File: src/rtl/baccarat_pkg.sv
// Shared state encoding, card codes and card-to-point conversion for the baccarat deal controller.
// Latency: none (types and pure functions only); backpressure: not applicable.
package baccarat_pkg;

    typedef enum logic [3:0] {
        IDLE     = 4'd0,
        DEAL_P1  = 4'd1,
        DEAL_D1  = 4'd2,
        DEAL_P2  = 4'd3,
        DEAL_D2  = 4'd4,
        DECIDE   = 4'd5,
        DEAL_P3  = 4'd6,
        DECIDE_D = 4'd7,
        DEAL_D3  = 4'd8,
        RESULT   = 4'd9
    } state_e;

    localparam logic [3:0] CARD_BLANK = 4'd0;
    localparam logic [3:0] CARD_ACE   = 4'd1;
    localparam logic [3:0] CARD_TWO   = 4'd2;
    localparam logic [3:0] CARD_THREE = 4'd3;
    localparam logic [3:0] CARD_FOUR  = 4'd4;
    localparam logic [3:0] CARD_FIVE  = 4'd5;
    localparam logic [3:0] CARD_SIX   = 4'd6;
    localparam logic [3:0] CARD_SEVEN = 4'd7;
    localparam logic [3:0] CARD_EIGHT = 4'd8;
    localparam logic [3:0] CARD_NINE  = 4'd9;
    localparam logic [3:0] CARD_TEN   = 4'd10;
    localparam logic [3:0] CARD_JACK  = 4'd11;
    localparam logic [3:0] CARD_QUEEN = 4'd12;
    localparam logic [3:0] CARD_KING  = 4'd13;

    // Tens, faces, blank and the unused codes 14/15 all count as zero points.
    function automatic logic [3:0] card_value(input logic [3:0] code);
        if (code >= CARD_ACE && code <= CARD_NINE) begin
            return code;
        end
        return CARD_BLANK;
    endfunction

endpackage

File: src/rtl/baccarat_deal_ctrl_if.sv
// Controller <-> card/score datapath signal bundle.
// Latency: none (wires only); backpressure: none, strobes are fire-and-forget.
interface baccarat_deal_ctrl_if;
    logic [3:0] pscore;
    logic [3:0] dscore;
    logic [3:0] pcard3;
    logic       load_pcard1;
    logic       load_pcard2;
    logic       load_pcard3;
    logic       load_dcard1;
    logic       load_dcard2;
    logic       load_dcard3;
    logic       player_win_light;
    logic       dealer_win_light;

    modport master (
        input  pscore, dscore, pcard3,
        output load_pcard1, load_pcard2, load_pcard3,
        output load_dcard1, load_dcard2, load_dcard3,
        output player_win_light, dealer_win_light
    );

    modport slave (
        output pscore, dscore, pcard3,
        input  load_pcard1, load_pcard2, load_pcard3,
        input  load_dcard1, load_dcard2, load_dcard3,
        input  player_win_light, dealer_win_light
    );
endinterface

File: src/rtl/baccarat_deal_ctrl_bank_draw_rule.sv
// Banker third-card tableau: decides whether the banker draws given its score and the player's third-card points.
// Latency: combinational; backpressure: none.
module bank_draw_rule (
    input  logic [3:0] dscore,
    input  logic [3:0] pval,
    output logic       draw
);
    always_comb begin
        draw = 1'b0;
        case (dscore)
            4'd0, 4'd1, 4'd2: draw = 1'b1;
            4'd3:             draw = (pval != 4'd8);
            4'd4:             draw = (pval >= 4'd2) && (pval <= 4'd7);
            4'd5:             draw = (pval >= 4'd4) && (pval <= 4'd7);
            4'd6:             draw = (pval >= 4'd6) && (pval <= 4'd7);
            default:          draw = 1'b0;
        endcase
    end
endmodule

File: src/rtl/baccarat_deal_ctrl.sv
// Moore FSM sequencing one baccarat round: card load strobes, third-card decisions, then win lights.
// Latency: result after 6-9 slow_clock edges from reset release; backpressure: none, RESULT holds until reset.
module baccarat_deal_ctrl
    import baccarat_pkg::*;
(
    input  logic                        slow_clock,
    input  logic                        reset,
    baccarat_deal_ctrl_if.master        bus
);
    state_e     state_q;
    state_e     state_d;
    logic [3:0] pval;
    logic       bank_draw;

    assign pval = card_value(bus.pcard3);

    bank_draw_rule u_bank_draw_rule (
        .dscore (bus.dscore),
        .pval   (pval),
        .draw   (bank_draw)
    );

    always_ff @(posedge slow_clock or posedge reset) begin
        if (reset) begin
            state_q <= IDLE;
        end else begin
            state_q <= state_d;
        end
    end

    always_comb begin
        state_d = state_q;
        case (state_q)
            IDLE:    state_d = DEAL_P1;
            DEAL_P1: state_d = DEAL_D1;
            DEAL_D1: state_d = DEAL_P2;
            DEAL_P2: state_d = DEAL_D2;
            DEAL_D2: state_d = DECIDE;
            DECIDE: begin
                // Naturals end the round; otherwise the player acts before the banker.
                if (bus.pscore >= 4'd8 || bus.dscore >= 4'd8) begin
                    state_d = RESULT;
                end else if (bus.pscore <= 4'd5) begin
                    state_d = DEAL_P3;
                end else if (bus.dscore <= 4'd5) begin
                    state_d = DEAL_D3;
                end else begin
                    state_d = RESULT;
                end
            end
            DEAL_P3:  state_d = DECIDE_D;
            DECIDE_D: state_d = bank_draw ? DEAL_D3 : RESULT;
            DEAL_D3:  state_d = RESULT;
            RESULT:   state_d = RESULT;
            default:  state_d = IDLE;
        endcase
    end

    always_comb begin
        bus.load_pcard1      = 1'b0;
        bus.load_dcard1      = 1'b0;
        bus.load_pcard2      = 1'b0;
        bus.load_dcard2      = 1'b0;
        bus.load_pcard3      = 1'b0;
        bus.load_dcard3      = 1'b0;
        bus.player_win_light = 1'b0;
        bus.dealer_win_light = 1'b0;
        case (state_q)
            DEAL_P1: bus.load_pcard1 = 1'b1;
            DEAL_D1: bus.load_dcard1 = 1'b1;
            DEAL_P2: bus.load_pcard2 = 1'b1;
            DEAL_D2: bus.load_dcard2 = 1'b1;
            DEAL_P3: bus.load_pcard3 = 1'b1;
            DEAL_D3: bus.load_dcard3 = 1'b1;
            RESULT: begin
                bus.player_win_light = (bus.pscore >= bus.dscore);
                bus.dealer_win_light = (bus.dscore >= bus.pscore);
            end
            default: ;
        endcase
    end
endmodule

File: src/flat_wrapper.sv
// flat-port wrapper written by rule: the top's interface ports become plain ports
module baccarat_deal_ctrl_flat import baccarat_pkg::*;
  (slow_clock, reset, bus_pscore, bus_dscore, bus_pcard3, bus_load_pcard1, bus_load_pcard2, bus_load_pcard3, bus_load_dcard1, bus_load_dcard2, bus_load_dcard3, bus_player_win_light, bus_dealer_win_light);
  baccarat_deal_ctrl_if bus_i ();
  input  logic slow_clock;
  input  logic reset;
  input wire logic [$bits(bus_i.pscore)-1:0] bus_pscore;
  input wire logic [$bits(bus_i.dscore)-1:0] bus_dscore;
  input wire logic [$bits(bus_i.pcard3)-1:0] bus_pcard3;
  output wire logic [$bits(bus_i.load_pcard1)-1:0] bus_load_pcard1;
  output wire logic [$bits(bus_i.load_pcard2)-1:0] bus_load_pcard2;
  output wire logic [$bits(bus_i.load_pcard3)-1:0] bus_load_pcard3;
  output wire logic [$bits(bus_i.load_dcard1)-1:0] bus_load_dcard1;
  output wire logic [$bits(bus_i.load_dcard2)-1:0] bus_load_dcard2;
  output wire logic [$bits(bus_i.load_dcard3)-1:0] bus_load_dcard3;
  output wire logic [$bits(bus_i.player_win_light)-1:0] bus_player_win_light;
  output wire logic [$bits(bus_i.dealer_win_light)-1:0] bus_dealer_win_light;
  assign bus_i.pscore = bus_pscore;
  assign bus_i.dscore = bus_dscore;
  assign bus_i.pcard3 = bus_pcard3;
  assign bus_load_pcard1 = bus_i.load_pcard1;
  assign bus_load_pcard2 = bus_i.load_pcard2;
  assign bus_load_pcard3 = bus_i.load_pcard3;
  assign bus_load_dcard1 = bus_i.load_dcard1;
  assign bus_load_dcard2 = bus_i.load_dcard2;
  assign bus_load_dcard3 = bus_i.load_dcard3;
  assign bus_player_win_light = bus_i.player_win_light;
  assign bus_dealer_win_light = bus_i.dealer_win_light;
  baccarat_deal_ctrl u_core (.slow_clock(slow_clock), .reset(reset), .bus(bus_i));
endmodule
File: config.mk
export PLATFORM = sky130hd
export DESIGN_NAME = baccarat_deal_ctrl_flat
export DESIGN_NICKNAME = d
export VERILOG_FILES = /design/src/rtl/baccarat_pkg.sv /design/src/rtl/baccarat_deal_ctrl_if.sv /design/src/rtl/baccarat_deal_ctrl_bank_draw_rule.sv /design/src/rtl/baccarat_deal_ctrl.sv /design/src/flat_wrapper.sv
export SDC_FILE = /design/constraint.sdc
export NUM_CORES = 1
export LEC_CHECK = 0
export CAP_MARGIN = 20
export CORE_AREA = 4 4 41 43
export DETAILED_ROUTE_END_ITERATION = 12
export DIE_AREA = 0 0 45 47
export GPL_ROUTABILITY_DRIVEN = 0
export PLACE_DENSITY = 0.69
export SETUP_SLACK_MARGIN = 0.02
export SLEW_MARGIN = 20
export SYNTH_ARGS = -nofsm -noshare
export SYNTH_HDL_FRONTEND = slang
export SYNTH_SLANG_ARGS = --single-unit
export TNS_END_PERCENT = 1
File: constraint.sdc
create_clock -name slow_clock -period 2.95 [get_ports slow_clock]
set_input_delay 0.59 -clock slow_clock [delete_from_list [all_inputs] [get_ports slow_clock]]
set_output_delay 0.59 -clock slow_clock [all_outputs]
set_load 0.02 [all_outputs]
## Yosys cells after proc, flatten, opt, wreduce, memory -nomap -nowiden

Cells that the tools add are included.
W data, S select, Z words.

| word-level totals | value |
|---|---|
| logic and storage cells | 55 |
| bits in latches | 0 |
| memory bits (read-only) | 0 |
| register bits after elaboration | 4 |
| bits in writable memories | 0 |
| memories kept | 0 |

| operators by class | value |
|---|---|
| reduce and logical (&&, ||, !) cells | 9 |
| divide/modulo/power cells | 0 |
| add/subtract/negate cells | 0 |
| shift operators | 0 |
| muxes and demuxes | 17 |
| multiply operators | 0 |
| bitwise gates (word level) | 0 |
| equal/unequal tests | 16 |
| order comparisons | 12 |

Operator list:

| operator | number |
|---|---|
| $pmux W4 S9 | 1 |
| $eq A4 B3 Y1 const B | 7 |
| $eq A4 B2 Y1 const B | 4 |
| $mux W4 | 4 |
| $le A4 B3 Y1 const B | 3 |
| $mux W1 | 11 |
| $eq A4 B1 Y1 const B | 2 |
| $eq A4 B4 Y1 const B | 2 |
| $ge A4 B3 Y1 const B | 2 |
| $ge A4 B4 Y1 | 2 |
| $ge A4 B4 Y1 const B | 2 |
| $logic_not A4 Y1 | 2 |
| $pmux W1 S5 | 1 |
| $ge A4 B1 Y1 const B | 1 |
| $ge A4 B2 Y1 const B | 1 |
| $le A4 B4 Y1 const B | 1 |
| $logic_and A1 B1 Y1 | 4 |
| $ne A4 B4 Y1 const B | 1 |
| $reduce_or A3 Y1 | 1 |
| $reduce_or A2 Y1 | 1 |
| $logic_or A1 B1 Y1 | 1 |

## Longest topological paths before layout

Gate-level depths: netlist of the first run.

| depth | value |
|---|---|
| word-level depth | 9 |
| mapped depth | 6 |
| mapped depth without buffers | 6 |

## By module

Synthesis of the first run repeated with hierarchy kept, for this count alone.

| second synthesis, totals | value |
|---|---|
| cell total of the unflattened synthesis | 62 |
| area, all modules | 524.3 um^2 |

By module, submodules not included:

| module | seq. area each (um^2) | cells each | area each (um^2) | instances |
|---|---|---|---|---|
| baccarat_deal_ctrl | 100.1 | 56 | 471.7 | 1 |
| bank_draw_rule | 0.0 | 6 | 52.6 | 1 |

## Least setup slack after synthesis of the first run

No wires, ideal clock.

| path | value |
|---|---|
| path kind | input port to output port |
| from | in bus_pscore[1] |
| to | out bus_player_win_light |
| stages | 6 |
| required time | 2.360 ns |
| path slack | 0.310 ns |
| arrival time | 2.050 ns |
| path through | inv_1 ha_1 nor2b_1 o21a_1 o21a_1 o41ai_1 |

| on the way | value |
|---|---|
| cells in the longest elaborated chain, start to end | 2 |

Ends and longest elaborated chain:

| item | line | source |
|---|---|---|
| from (decl) | flat_wrapper.sv:7 | `input wire logic [$bits(bus_i.pscore)-1:0] bus_pscore;` |
| $ge A4 B4 Y1 | baccarat_deal_ctrl.sv:76 | `bus.player_win_light = (bus.pscore >= bus.dscore);` |
| $mux W1 | baccarat_deal_ctrl.sv:68 | `case (state_q)` |
| to (decl) | flat_wrapper.sv:16 | `output wire logic [$bits(bus_i.player_win_light)-1:0] bus_player_win_light;` |

Every way passes these cells.

## Worst setup path after layout of the first run

Same ends and word-level chain as after synthesis.

==> results by group, run 1 <==
Run status
  • Status: finished, final reports clean

Synthesis
  • Netlist Area Pre-Place: 449.2 µm²
  • Largest family of logic cells by synthesized area: simple AND/OR/NAND/NOR gates
  • Post-synth ARST share: 1.000
  • Synth area leaders: dfrtp_1 22%, ha_1 11%, nor3_1 5.6%, inv_1 5.0%, nand2b_1 4.2%
  • Top FF cell, synth: dfrtp_1
  • Register area share after synthesis: 0.2228
  • Synth area leader: dfrtp_1
  • Post-synthesis simple-gate area fraction: 0.2925
  • Post-Synth Adder-Cell Area: 0.1114
  • Syn nets: 73
  • Most frequent cell after synthesis: inv_1
  • Commonest cells post-synth: 6 x inv_1, 5 x nor2_1, 5 x nor3_1
  • Mapped Avg Cell Area: 8.167 µm²
  • Share of the synthesized area in the top cell type: 0.2228
  • Compound-Gate Fraction of Synth Area: 0.2563
  • Gate Count Post-Synth: 55
  • #FFs+latches synth: 4
  • Post-synth EDFFs: 0
  • Yosys cell types: 29
  • Yosys warns: 0
  • Post-Synth XOR/XNOR Area: 0
  • Post-synthesis mux area share: 0

Cells and area
  • Number of flip-flops in the largest register: 4
  • Fill count: 141
  • Net count reported at finish: 101
  • N_diodes: 0
  • Area growth, synth to finish: 57.10%
  • Share of layout cells above drive strength 1: 0.1481
  • Largest registers: u_core.state_q (4)
  • Largest register by flop count: u_core.state_q
  • Layout Utilization: 0.5423

CTS
  • Reg clk slew, reported paths: 0.04 ns
  • Htree depth: 1
  • Postcts setup bufs: 0
  • Maximum root-to-sink buffer count: 2
  • Clock latency on the worst-skew pair: 0.24 ns
  • Root Buffer: clkbuf_4
  • CTS Buf Count: 3
  • CTS tree: yes
  • Sink Count: 4

Place
  • IO buf count: 21
  • Post-DP HPWL: 964.8 µm
  • DP Worst Slack: -0.4147 ns

STA
  • Slew Limit Fails: 0
  • Layout Skew: 0.007411 ns
  • Max frequency: 344.5 MHz
  • Final Critical Period: 2.903 ns
  • Worst-Margin Slew: 0.3388 ns
  • Setup WS post-layout: 0.04693 ns
  • Hold Slack: 0.5329 ns
  • Final Hold Vio Count: 0
  • Setup-failing EPs final: 0
  • Normalized max-slew margin: 0.7741
  • Fin crit share: 0.9841

Route
  • DRC Markers: 0
  • DR vias: 508
  • Total routed wirelength: 1.215 mm
  • Via density: 5.292
  • DR pass1 iterations: 3
  • Wire per inst: 12.66 µm
  • Detailed Route Iter0 Violations: 8
  • Post-route ant nets: 0

Power and ir drop
  • P_sw: 191.1 µW
  • Sequential share of power: 0.293
  • PnR Total Power: 440.8 µW
  • Clk network pwr share: 0.152
  • Leakage: 0.3179 nW
  • VDD IR-drop max: 0.0002021 V
  • Internal: 249.6 µW
  • Pwr dens: 624.6 nW/µm²
  • Comb power frac: 0.554
  • Sw frac: 0.4336

Critical path
  • Arrival @ worst endpoint: 2.31 ns
  • Worst path required time: 2.36 ns
  • Crit path capture type: output port
  • WS Path Type: in2out
  • Crit path max fanout: 2
  • Startpoint types: input port

Die
  • I/O Pins: 22
  • Die X: 45 µm
  • Initial Util: 0.3452
  • # rows: 13
  • Placeable core region: 1301 µm²
  • Die area: 2115 µm²
  • Die H: 47 µm

Hold path
  • Worst min-delay path category: in2async

Global routing
  • Vias in the first global route: 468
  • Initial antenna violation count: 0
  • Gr usage total: 0.1155
  • Global-route wire length before repair: 1.752 mm
  • Largest net degree at the start of global routing: 11
  • Grt ovf: 0

Run
  • Maxcap violations: 0
[critical path: stages]
cell,delay [ns]
clkdlybuf4s50_1,0.47
inv_1,0.04
ha_1,0.27
nor2b_1,0.13
o21a_1,0.16
o21a_1,0.19
o41ai_2,0.23
buf_2,0.22
[placed cells by master (no fill, tap or decap)]
master / count
a41oi_1: 1
a21o_1: 1
a21oi_1: 2
nand2b_1: 3
a211oi_1: 1
nand2b_4: 1
o221ai_1: 1
ha_1: 4
nor4b_1: 1
nor2b_1: 2
o21ai_1: 1
dfrtp_1: 4
nand2_1: 2
clkdlybuf4s50_1: 19
o31a_1: 1
clkbuf_4: 3
or2b_1: 1
inv_1: 6
nor2_1: 5
o41ai_2: 1
buf_2: 2
buf_4: 5
o22ai_1: 1
a41o_1: 1
or4b_1: 1
and4_1: 1
o21a_1: 2
o21ai_0: 2
nor3_1: 5
a211o_1: 1
[power groups by stage]
stage	Clock [mW]	Sequential, mW	Combinational [mW]
CTS	0.0706	0.128	0.243
finish	0.0672	0.129	0.244
global placement	0	0.127	0.240
global route	0.0744	0.133	0.262
detailed placement	0	0.128	0.244
floorplan	0	0.0912	0.197
[final cells by class]
type | count | area (µm²) | share of cell area
repair buffers | 26 | 237.7 | 0.3369
flip-flops and latches | 4 | 100.1 | 0.1418
inverters | 6 | 22.52 | 0.03191
well taps | 15 | 18.77 | 0.02660
clock buffers | 3 | 22.52 | 0.03191
multi-input cells | 42 | 304.0 | 0.4309
[kinds of logic (layout without fill, tap and decap cells)]
kind of cell             after synthesis  count (layout)
buffers and inverters                  9              35
AO/OA/AOI/OAI                         16              16
flip-flops                             4               4
AND/OR/NAND/NOR                       22              22
adder cells (fa/ha/maj)                4               4
[worst paths after layout]
path                                   endpoint              start  cells past startpoint  slack (ns)
min                           u_core.state_q[2]              reset                      2        0.53
min reg2reg                   u_core.state_q[2]  u_core.state_q[3]                      1        0.62
max                        bus_player_win_light      bus_pscore[1]                      8        0.05
max in group asynchronous     u_core.state_q[1]              reset                      2        2.26
min in group slow_clock       u_core.state_q[2]  u_core.state_q[3]                      1        0.62
max reg2reg                   u_core.state_q[0]  u_core.state_q[3]                      4        1.55
[per-layer routing]
layer | share of wire | track usage
met1 | 0.42 | 0.1187
met2 | 0.52 | 0.2147
met4 | 0 | 0.07018
met5 | 0 | 0
met3 | 0.060 | 0.02299
[through the flow]
| step | instances | cell area (µm²) | setup TNS [ns] |
|---|---|---|---|
| after CTS | 96 | 704.4 | 0 |
| after global placement | 93 | 685.7 | -0.5966 |
| after floorplan | 55 | 449.2 | 0 |
| after global routing | 96 | 705.7 | -0.002794 |
| after detailed placement | 93 | 685.7 | -0.6712 |
| final | 96 | 705.7 | 0 |
[repair_timing]
action	in CTS	in global routing
gates resized for setup	8	2
hold buffers	0	0
endpoints found under the setup margin	2	2
Note: power is estimated with default switching activity, not from simulation.
==> inputs of run 2 (changes only) <==
Settings changed: RECOVER_POWER set to 50, SLEW_MARGIN 20 to not set.
==> run 2 against run 1 <==
  * Worst hold slack improved by 0.088 ns
  * Clock skew about the same
  * Combinational power about the same
  * Setup slack about the same
  * Die area unchanged
  * Core utilization decreased by 0.29 points
  * Total power decreased by 0.48%
  * Final area decreased by 0.53%
  * Sequential power about the same
  * Fmax about the same
  * Final cell count unchanged
  * Count of clock-buffer cells in the layout unchanged
  * Critical path type unchanged
  * Largest cell class unchanged
==> results by group, run 2 (synthesis gave the netlist of run 1 again) <==
Route
  • DR vias: 508
  • Wire per inst: 12.67 µm
  • DRC Markers: 0
  • Detailed Route Iter0 Violations: 8
  • Via density: 5.292
  • DR pass1 iterations: 3
  • Post-route ant nets: 0
  • Total routed wirelength: 1.216 mm

Power and ir drop
  • Sw frac: 0.4345
  • VDD IR-drop max: 0.0002019 V
  • Clk network pwr share: 0.153
  • PnR Total Power: 438.7 µW
  • Sequential share of power: 0.294
  • Pwr dens: 625.0 nW/µm²
  • Leakage: 0.3147 nW
  • P_sw: 190.6 µW
  • Comb power frac: 0.553
  • Internal: 248.1 µW

Place
  • DP Area: 685.7 µm²
  • IO buf count: 21
  • Post-DP HPWL: 964.8 µm

CTS
  • Clock latency on the worst-skew pair: 0.24 ns
  • CTS tree: yes
  • Sink Count: 4
  • CTS Buf Count: 3
  • Maximum root-to-sink buffer count: 2
  • Htree depth: 1
  • Reg clk slew, reported paths: 0.04 ns
  • Root Buffer: clkbuf_4
  • Postcts setup bufs: 0
  • CTS Hold Bufs: 0

Die
  • I/O Pins: 22
  • Die H: 47 µm
  • Die area: 2115 µm²
  • Die X: 45 µm
  • # rows: 13
  • Initial Util: 0.3452
  • Placeable core region: 1301 µm²

Global routing
  • Largest net degree at the start of global routing: 11
  • Gr usage total: 0.1155
  • Initial antenna violation count: 0
  • Grt ovf: 0
  • Vias in the first global route: 468
  • Global-route wire length before repair: 1.752 mm

Cells and area
  • Most common cell after layout, fill and taps aside: clkdlybuf4s50_1
  • N_diodes: 0
  • Largest register by flop count: u_core.state_q
  • Most frequent cells in the layout: 17 x clkdlybuf4s50_1, 6 x inv_1, 5 x nor3_1, 5 x nor2_1
  • Number of flip-flops in the largest register: 4
  • Share of layout cells above drive strength 1: 0.1358
  • Area growth, synth to finish: 56.27%
  • Largest registers: u_core.state_q (4)
  • Final instance area: 701.9 µm²
  • Net count reported at finish: 101

Critical path
  • CP max-delay cell: clkdlybuf4s50_1
  • Reg2reg end: u_core.state_q[0]
  • Crit path cell chain: clkdlybuf4s50_1, inv_1, ha_1, nor2b_1, o21a_1, o21a_1, o41ai_2, buf_2
  • Reg2reg start: u_core.state_q[3]
  • CP dominant cell by count: o21a_1
  • R2R setup slack: 1.55 ns
  • WS Path Type: in2out
  • Worst path required time: 2.36 ns
  • Startpoint types: input port
  • Arrival @ worst endpoint: 2.31 ns
  • Max stage delay on crit path: 0.47 ns
  • Crit path capture type: output port
  • Worst R2R Path Depth: 4
  • Crit path max fanout: 2

Hold path
  • Hold path endpoint: u_core.state_q[2]
  • Hold Path Depth: 1
  • Worst min-delay path category: reg2reg
  • Min-delay src: u_core.state_q[3]

Run
  • Maxcap violations: 0

STA
  • Setup-failing EPs final: 0
  • Final Critical Period: 2.903 ns
  • Final Hold Vio Count: 0
  • Worst-Margin Slew: 0.3388 ns
  • Final TNS setup: 0 ns
  • Normalized max-slew margin: 0.7741
  • Max frequency: 344.5 MHz
  • Fin crit share: 0.9841
  • Layout Skew: 0.007402 ns
  • Slew Limit Fails: 0

Run status
  • Status: finished, final reports clean
-- run 2: cell types whose count changed in the layout (fill, tap and decap cells not counted), sizes merged --
cell,before,now
buf,7,6
clkdlybuf4s50,19,17
dlygate4sd3,0,2
clkbuf,3,4
-- run 2: power by group through the flow --
stage	registers, mW	logic [mW]	clock network [mW]
global route	0.132	0.260	0.0744
CTS	0.128	0.243	0.0706
detailed placement	0.128	0.244	0
floorplan	0.0912	0.197	0
finish	0.129	0.243	0.0672
global placement	0.127	0.240	0
-- run 2: area by class of cell --
cell class	count	area, µm²
fill	140	599.3
multi-input combinational	42	304.0
timing repair buffer	26	234.0
sequential	4	100.1
clock buffer	3	22.52
inverter	6	22.52
tap	15	18.77
-- run 2: critical path, delay by kind of cell --
family,cells,cell delay (ns)
AO/OA/AOI/OAI,3,0.58
adder cells (fa/ha/maj),1,0.27
AND/OR/NAND/NOR,1,0.13
buffers and inverters,3,0.73
-- run 2: what timing repair did --
action,4_1_cts,5_1_grt
endpoints found under the setup margin,2,2
gates resized for setup,8,2
hold endpoints to repair,0,0
pin swaps,0,0
-- run 2: worst max path at each step --
stage / slack (ns) / start / depth (start not counted) / to
2_1_floorplan: 0.31 / bus_pscore[1] / 6 / bus_player_win_light
3_3_place_gp: -0.36 / bus_pscore[1] / 8 / bus_player_win_light
3_5_place_dp: -0.41 / bus_pscore[1] / 8 / bus_player_win_light
4_1_cts: 0.03 / bus_pscore[1] / 8 / bus_dealer_win_light
5_1_grt: -0.003 / bus_pscore[1] / 8 / bus_player_win_light
6_report: 0.05 / bus_pscore[1] / 8 / bus_player_win_light
-- run 2: per-layer routing --
layer	vias to the layer above	global-route usage	share of wire
met5	-	0	0
met4	0	0.07018	0
met3	0	0.02299	0.059
met2	18	0.2147	0.52
met1	237	0.1187	0.42
li1	253	-	-
-- run 2: stage by stage --
| step | std cells | util | hold WS (ns) | worst slack, ns |
|---|---|---|---|---|
| global route | 96 | 0.5394 | 0.6370 | -0.002794 |
| detailed placement | 93 | 0.5269 | 0.6066 | -0.4147 |
| finish | 96 | 0.5394 | 0.6205 | 0.04701 |
| floorplan | 55 | - | 0.3561 | 0.3097 |
| global placement | 93 | 0.5269 | 0.5950 | -0.3570 |
| CTS | 96 | 0.5413 | 0.5335 | 0.02987 |
==> inputs of run 3 (changes only) <==
Settings changed: CAP_MARGIN 20 to not set.
==> results of run 3 <==
No change in the layout: final DEF, timing and power equal those of run 2.
